$ cat config.mk
export PLATFORM = sky130hd
export DESIGN_NAME = twiddle_rom_cmult_ifft
export DESIGN_NICKNAME = d
export VERILOG_FILES = /design/src/rtl/twiddle_rom_cmult_ifft.sv
export SDC_FILE = /design/constraint.sdc
export NUM_CORES = 2
export LEC_CHECK = 0
export ABC_AREA = 1
export BUFFER_PORTS_ARGS = -buffer_cell sky130_fd_sc_hd__clkbuf_2
export CAP_MARGIN = 20
export CORE_ASPECT_RATIO = 1.75
export CORE_MARGIN = 3
export CORE_UTILIZATION = 55
export DETAILED_ROUTE_END_ITERATION = 6
export HOLD_SLACK_MARGIN = 0.15
export PLACE_DENSITY = 0.71
export SYNTH_ARGS = -nofsm -noshare
export SYNTH_HDL_FRONTEND = slang
export SYNTH_SLANG_ARGS = --single-unit
$ cat constraint.sdc
create_clock -name clk -period 9.85 [get_ports clk]
set_input_delay 1.4775 -clock clk [delete_from_list [all_inputs] [get_ports clk]]
set_output_delay 1.4775 -clock clk [all_outputs]
set_load 0.02 [all_outputs]
$ cat src/rtl/twiddle_rom_cmult_ifft.sv
// IFFT twiddle multiplier: W = exp(+j*2*pi*k/NFFT) from a quarter-wave ROM, 3-cycle pipeline,
// with an output-side frame tracker flagging the last beat of each NFFT-sample frame.
module twiddle_rom_cmult_ifft #(
    parameter int NFFT   = 64,
    parameter int DATA_W = 16,
    parameter int TW_W   = 16
) (
    input  logic                    clk,
    input  logic                    rst,
    input  logic                    in_valid,
    input  logic [DATA_W-1:0]       in_re,
    input  logic [DATA_W-1:0]       in_im,
    input  logic [$clog2(NFFT)-1:0] Twiddle_address,
    output logic                    out_valid,
    output logic [DATA_W-1:0]       out_re,
    output logic [DATA_W-1:0]       out_im,
    output logic                    out_last
);
    localparam int AW = $clog2(NFFT);
    localparam int PW = DATA_W + TW_W;
    localparam int SW = PW + 1;
    localparam logic [SW-1:0] RND = SW'(1) << (TW_W - 2);

    typedef enum logic {IDLE, RUN} state_t;

    // Quarter-wave cosine magnitude in Q1.15 for NFFT=64; index 0 is the unclipped +1.0.
    function automatic logic signed [TW_W:0] qmag(input logic [4:0] m);
        int v;
        case (m)
            5'd0:    v = 32768;
            5'd1:    v = 32610;
            5'd2:    v = 32138;
            5'd3:    v = 31357;
            5'd4:    v = 30274;
            5'd5:    v = 28899;
            5'd6:    v = 27246;
            5'd7:    v = 25330;
            5'd8:    v = 23170;
            5'd9:    v = 20788;
            5'd10:   v = 18205;
            5'd11:   v = 15447;
            5'd12:   v = 12540;
            5'd13:   v = 9512;
            5'd14:   v = 6393;
            5'd15:   v = 3212;
            default: v = 0;
        endcase
        return (TW_W+1)'(v);
    endfunction

    function automatic logic [TW_W-1:0] clip_tw(input logic signed [TW_W:0] x);
        if (!x[TW_W] && x[TW_W-1]) return {1'b0, {(TW_W-1){1'b1}}};
        else return x[TW_W-1:0];
    endfunction

    function automatic logic [DATA_W-1:0] sat(input logic signed [SW-1:0] x);
        if (&x[SW-1:DATA_W-1] || ~|x[SW-1:DATA_W-1]) return x[DATA_W-1:0];
        else if (x[SW-1]) return {1'b1, {(DATA_W-1){1'b0}}};
        else return {1'b0, {(DATA_W-1){1'b1}}};
    endfunction

    logic [4:0]              ma, mb;
    logic signed [TW_W:0]    c_full, s_full;

    // Quadrant folding: cos/sin of quadrant q derived from cos(r) and cos(16-r).
    always_comb begin
        ma     = {1'b0, Twiddle_address[3:0]};
        mb     = 5'd16 - ma;
        c_full = '0;
        s_full = '0;
        case (Twiddle_address[5:4])
            2'd0: begin c_full =  qmag(ma); s_full =  qmag(mb); end
            2'd1: begin c_full = -qmag(mb); s_full =  qmag(ma); end
            2'd2: begin c_full = -qmag(ma); s_full = -qmag(mb); end
            default: begin c_full = qmag(mb); s_full = -qmag(ma); end
        endcase
    end

    logic              v1_q, byp1_q;
    logic [DATA_W-1:0] re1_q, im1_q;
    logic [TW_W-1:0]   c1_q, s1_q;

    always_ff @(posedge clk or negedge rst) begin
        if (!rst) begin
            v1_q <= 1'b0; byp1_q <= 1'b0;
            re1_q <= '0; im1_q <= '0; c1_q <= '0; s1_q <= '0;
        end else begin
            v1_q <= in_valid;
            if (in_valid) begin
                re1_q  <= in_re;
                im1_q  <= in_im;
                byp1_q <= (Twiddle_address == '0);
                c1_q   <= clip_tw(c_full);
                s1_q   <= clip_tw(s_full);
            end
        end
    end

    logic                 v2_q, byp2_q;
    logic [DATA_W-1:0]    re2_q, im2_q;
    logic signed [PW-1:0] prc_q, pis_q, prs_q, pic_q;

    always_ff @(posedge clk or negedge rst) begin
        if (!rst) begin
            v2_q <= 1'b0; byp2_q <= 1'b0; re2_q <= '0; im2_q <= '0;
            prc_q <= '0; pis_q <= '0; prs_q <= '0; pic_q <= '0;
        end else begin
            v2_q <= v1_q;
            if (v1_q) begin
                byp2_q <= byp1_q;
                re2_q  <= re1_q;
                im2_q  <= im1_q;
                prc_q  <= $signed(re1_q) * $signed(c1_q);
                pis_q  <= $signed(im1_q) * $signed(s1_q);
                prs_q  <= $signed(re1_q) * $signed(s1_q);
                pic_q  <= $signed(im1_q) * $signed(c1_q);
            end
        end
    end

    logic signed [SW-1:0] pre_re_d, pre_im_d, sh_re_d, sh_im_d;
    logic [DATA_W-1:0]    res_re_d, res_im_d;

    always_comb begin
        pre_re_d = {prc_q[PW-1], prc_q} - {pis_q[PW-1], pis_q} + RND;
        pre_im_d = {prs_q[PW-1], prs_q} + {pic_q[PW-1], pic_q} + RND;
        sh_re_d  = pre_re_d >>> (TW_W - 1);
        sh_im_d  = pre_im_d >>> (TW_W - 1);
        res_re_d = byp2_q ? re2_q : sat(sh_re_d);
        res_im_d = byp2_q ? im2_q : sat(sh_im_d);
    end

    state_t            state_q;
    logic [AW-1:0]     cnt_q;
    logic              out_valid_q, out_last_q;
    logic [DATA_W-1:0] out_re_q, out_im_q;

    always_ff @(posedge clk or negedge rst) begin
        if (!rst) begin
            state_q     <= IDLE;
            cnt_q       <= '0;
            out_valid_q <= 1'b0;
            out_last_q  <= 1'b0;
            out_re_q    <= '0;
            out_im_q    <= '0;
        end else begin
            out_valid_q <= v2_q;
            out_last_q  <= 1'b0;
            if (v2_q) begin
                out_re_q <= res_re_d;
                out_im_q <= res_im_d;
                case (state_q)
                    IDLE: begin
                        cnt_q   <= AW'(1);
                        state_q <= RUN;
                    end
                    default: begin
                        if (cnt_q == AW'(NFFT - 1)) begin
                            out_last_q <= 1'b1;
                            cnt_q      <= '0;
                            state_q    <= IDLE;
                        end else begin
                            cnt_q <= cnt_q + AW'(1);
                        end
                    end
                endcase
            end
        end
    end

    assign out_valid = out_valid_q;
    assign out_last  = out_last_q;
    assign out_re    = out_re_q;
    assign out_im    = out_im_q;
endmodule
==> out/metrics.yaml <==
port_buffers: 74
syn_inst: 7652
hold_viol: 0
coreArea_um2: 104900
avgSynthCellArea_um2: 7.615
post_cts_buffers: 0
layout-drive-gt1-share_pct: 4.254
rsz0062_at_grt: "no"
cts_tree: "done"
grt_antenna_before_repair: 8
synth-compound-area-share_pct: 6.609
end_kind: "flip-flop"
cp-startpoint: "c1_q[4]"
max-cap-violations: 0
clockBufferDepth: 3
clkLatencyLatePin_ps: 680
min_period_over_period_pct: 70.44
muxShareOfSynthArea_pct: 0
hold_start: "im2_q[15]"
synth-seq-area-share_pct: 11.55
nets: 9047
die_h_um: 436.6
period_minus_slack_ps: 6939
maxSlewViolCount: 0
min_path_type: "reg -> reg"
fill_cells: 9826
tns_ps: 0
synth-simple-area-share_pct: 19.28
grt_max_degree: 84
grt_pass1_wl_mm: 282.1
worstSetupPathType: "reg -> reg"
routed_wl_mm: 178.2
grt_pass1_vias: 52330
synth_area_um2: 58270
cts_sinks: 269
seqCellArea_um2: 6750
slew_headroom_pct: 18.45
drt-initial-drc-count: 3629
die_x_um: 252.0
hpwlAfterDp_mm: 139.2
overflow: 0
drc_errors: 0
crit_fanout: 17
cts_buffers: 31
cts_hold_buf: 0
setup_viol: 0
syn_nets: 9202
cts_resized: 0
worst_pin_slew_ps: 1223
ys_types: 51
r2r-start: "c1_q[4]"
multi_input_area_um2: 42920
rows: 157
start_kind: "flip-flop"
postRouteAntennaNets: 0
cts.htree.levels: 1
drtPass1Iterations: 6
gp_congestion: 0.9528
synthArstFlopShare_pct: 100.0
cts_root_buffer: "clkbuf_16"
status: "finished clean"
clock_skew_ps: 40.43
synth_xor_area_share_pct: 1.849
vias: 48910
fmaxAchievable_mhz: 144.1
ys_ff_latch: 269
ios: 75
synth_edf_count: 0
die-area_um2: 110000
viasPerCell: 5.511
crit_arrival_ps: 7480
wl_per_cell_um: 20.08
grt_use_total_pct: 33.26
crit_required_ps: 10390
yosys_warnings: 0
synth_fa_ha_area_share_pct: 45.91
clk_pin_slew_worst_paths_ps: 60
synth_top_family_by_area: "adder cells"
initial_core_util_pct: 55.55
synthToLayoutAreaGrowth_pct: 4.140
synthFlopType: "dfrtp_1"
## Yosys cell counts (all sizes together), types with 6 or more instances
cell    instances  area, um2
fa           1048      20980
a21oi         257       1369
xor2           61      534.3
o211ai          8      60.06
dfrtp         269       6731
nand4          31      193.9
nand3b          6      57.56
nand2        2086       7870
o21ai         277       1394
a21o           26      195.2
or2            33      206.5
ha            461       5768
nor3           46      230.2
nand3         237       1259
o221ai          6      52.55
a31oi          27      168.9
nor4           12      75.07
inv          1938       7274
a211oi         10      75.07
o21a           13      97.59
xnor2          62      543.0
nor2          340       1331
o22ai           8      50.05
buf            31      196.4
clkbuf        303       1137
o21bai         29      217.7
a21boi         11      82.58
## through the flow
step	hold slack [ps]	std cells	util (%)	setup slack [ps]	cell area, um2
detailed placement	461.1	8815	56.79	2950	59570
finish	474.4	8875	57.85	2911	60680
CTS	477.1	8873	57.84	2934	60680
global placement	457.6	8815	56.79	2996	59570
global route	497.7	8874	57.84	2574	60680
floorplan	351.9	7652	-	4017	58270
## sequential cells by signal (all words and copies together), names as in the netlist
signal and count:
re1_q 16, v2_q 1, prs_q 32, out_re 16
re2_q 16, out_im 16, byp2_q 1, im2_q 16
state_q 1, pis_q 32, out_last 1, cnt_q 6
c1_q 16, im1_q 16, out_valid 1, pic_q 32
byp1_q 1, s1_q 16, prc_q 32, v1_q 1
## critical path, cell delays in order (launching register included)
cell and delay (ps):
dfrtp_1 890, buf_4 410, nand2_1 190, fa_1 580
inv_1 70, fa_1 860, fa_1 550, fa_1 500
fa_1 480, inv_1 50, fa_1 470, inv_1 40
ha_1 320, a21oi_1 220, o21ai_0 180, a21oi_1 220
nand3_1 150, nand3_1 90, nand2_1 60, or2_2 280
nand3_1 110, nand2_1 60
## kinds of logic (layout without fill, tap and decap cells)
kind of cell             count (synthesis)  count (layout)
AND/OR/NAND/NOR                       2793            2793
buffers and inverters                 2276            2146
adder cells (fa/ha/maj)               1509            1509
AO/OA/AOI/OAI                          682             682
flip-flops                             269             269
XOR/XNOR                               123             123
other                                    0               2
## placed cells by master, fill, tap and decap left out, types with 5 or more instances in the layout
master	n
fa_1	1048
a21oi_1	235
a211oi_1	10
clkinv_2	7
o21a_1	13
o21bai_1	29
ha_1	461
clkbuf_2	72
clkbuf_16	31
o221ai_1	6
nand2_2	10
nor2_1	329
buf_4	73
nor3_1	46
a21o_1	26
a21oi_2	22
o21ai_0	272
o22ai_1	8
dfrtp_2	12
o211ai_1	8
or2_2	33
nand3_2	12
nand2_1	2074
nand3b_1	5
nand3_1	224
xnor2_1	62
nor2_4	6
nor2_2	5
xor2_1	61
nand4_1	31
bufinv_16	5
inv_1	1928
a21boi_0	11
inv_2	9
nor4_1	12
dfrtp_1	256
a31oi_1	27
## metal layers
metal / track usage (%) / up-vias / part of all wire, %
met5: 0 / - / 0.052
met4: 22.47 / 14 / 8.1
met3: 4.929 / 766 / 6.4
met2: 58.36 / 1879 / 51
met1: 37.25 / 24140 / 35
li1: - / 22110 / -
## cell type report
class	count	share of cell area, %
clock buffer	35	1.336
tap	1351	2.786
timing repair buffer	146	1.522
antenna	2	0.008248
clock inverter	23	0.4825
sequential	269	11.12
multi-input combinational	5107	70.72
inverter	1942	12.02
## path summary, 6_finish.rpt
path,end,slack [ps],depth (start not counted)
setup / recovery,pic_q[26],2910,21
hold / removal,im2_q[15],470,2
setup reg to reg,pic_q[26],2910,21
hold reg to reg,im2_q[15],470,2
max in group asynchronous,im2_q[2],6720,3
min in group asynchronous,prc_q[27],760,1
Power is not shown: default switching activity piles up to over one toggle a cycle in this logic, so the estimate is an artifact.
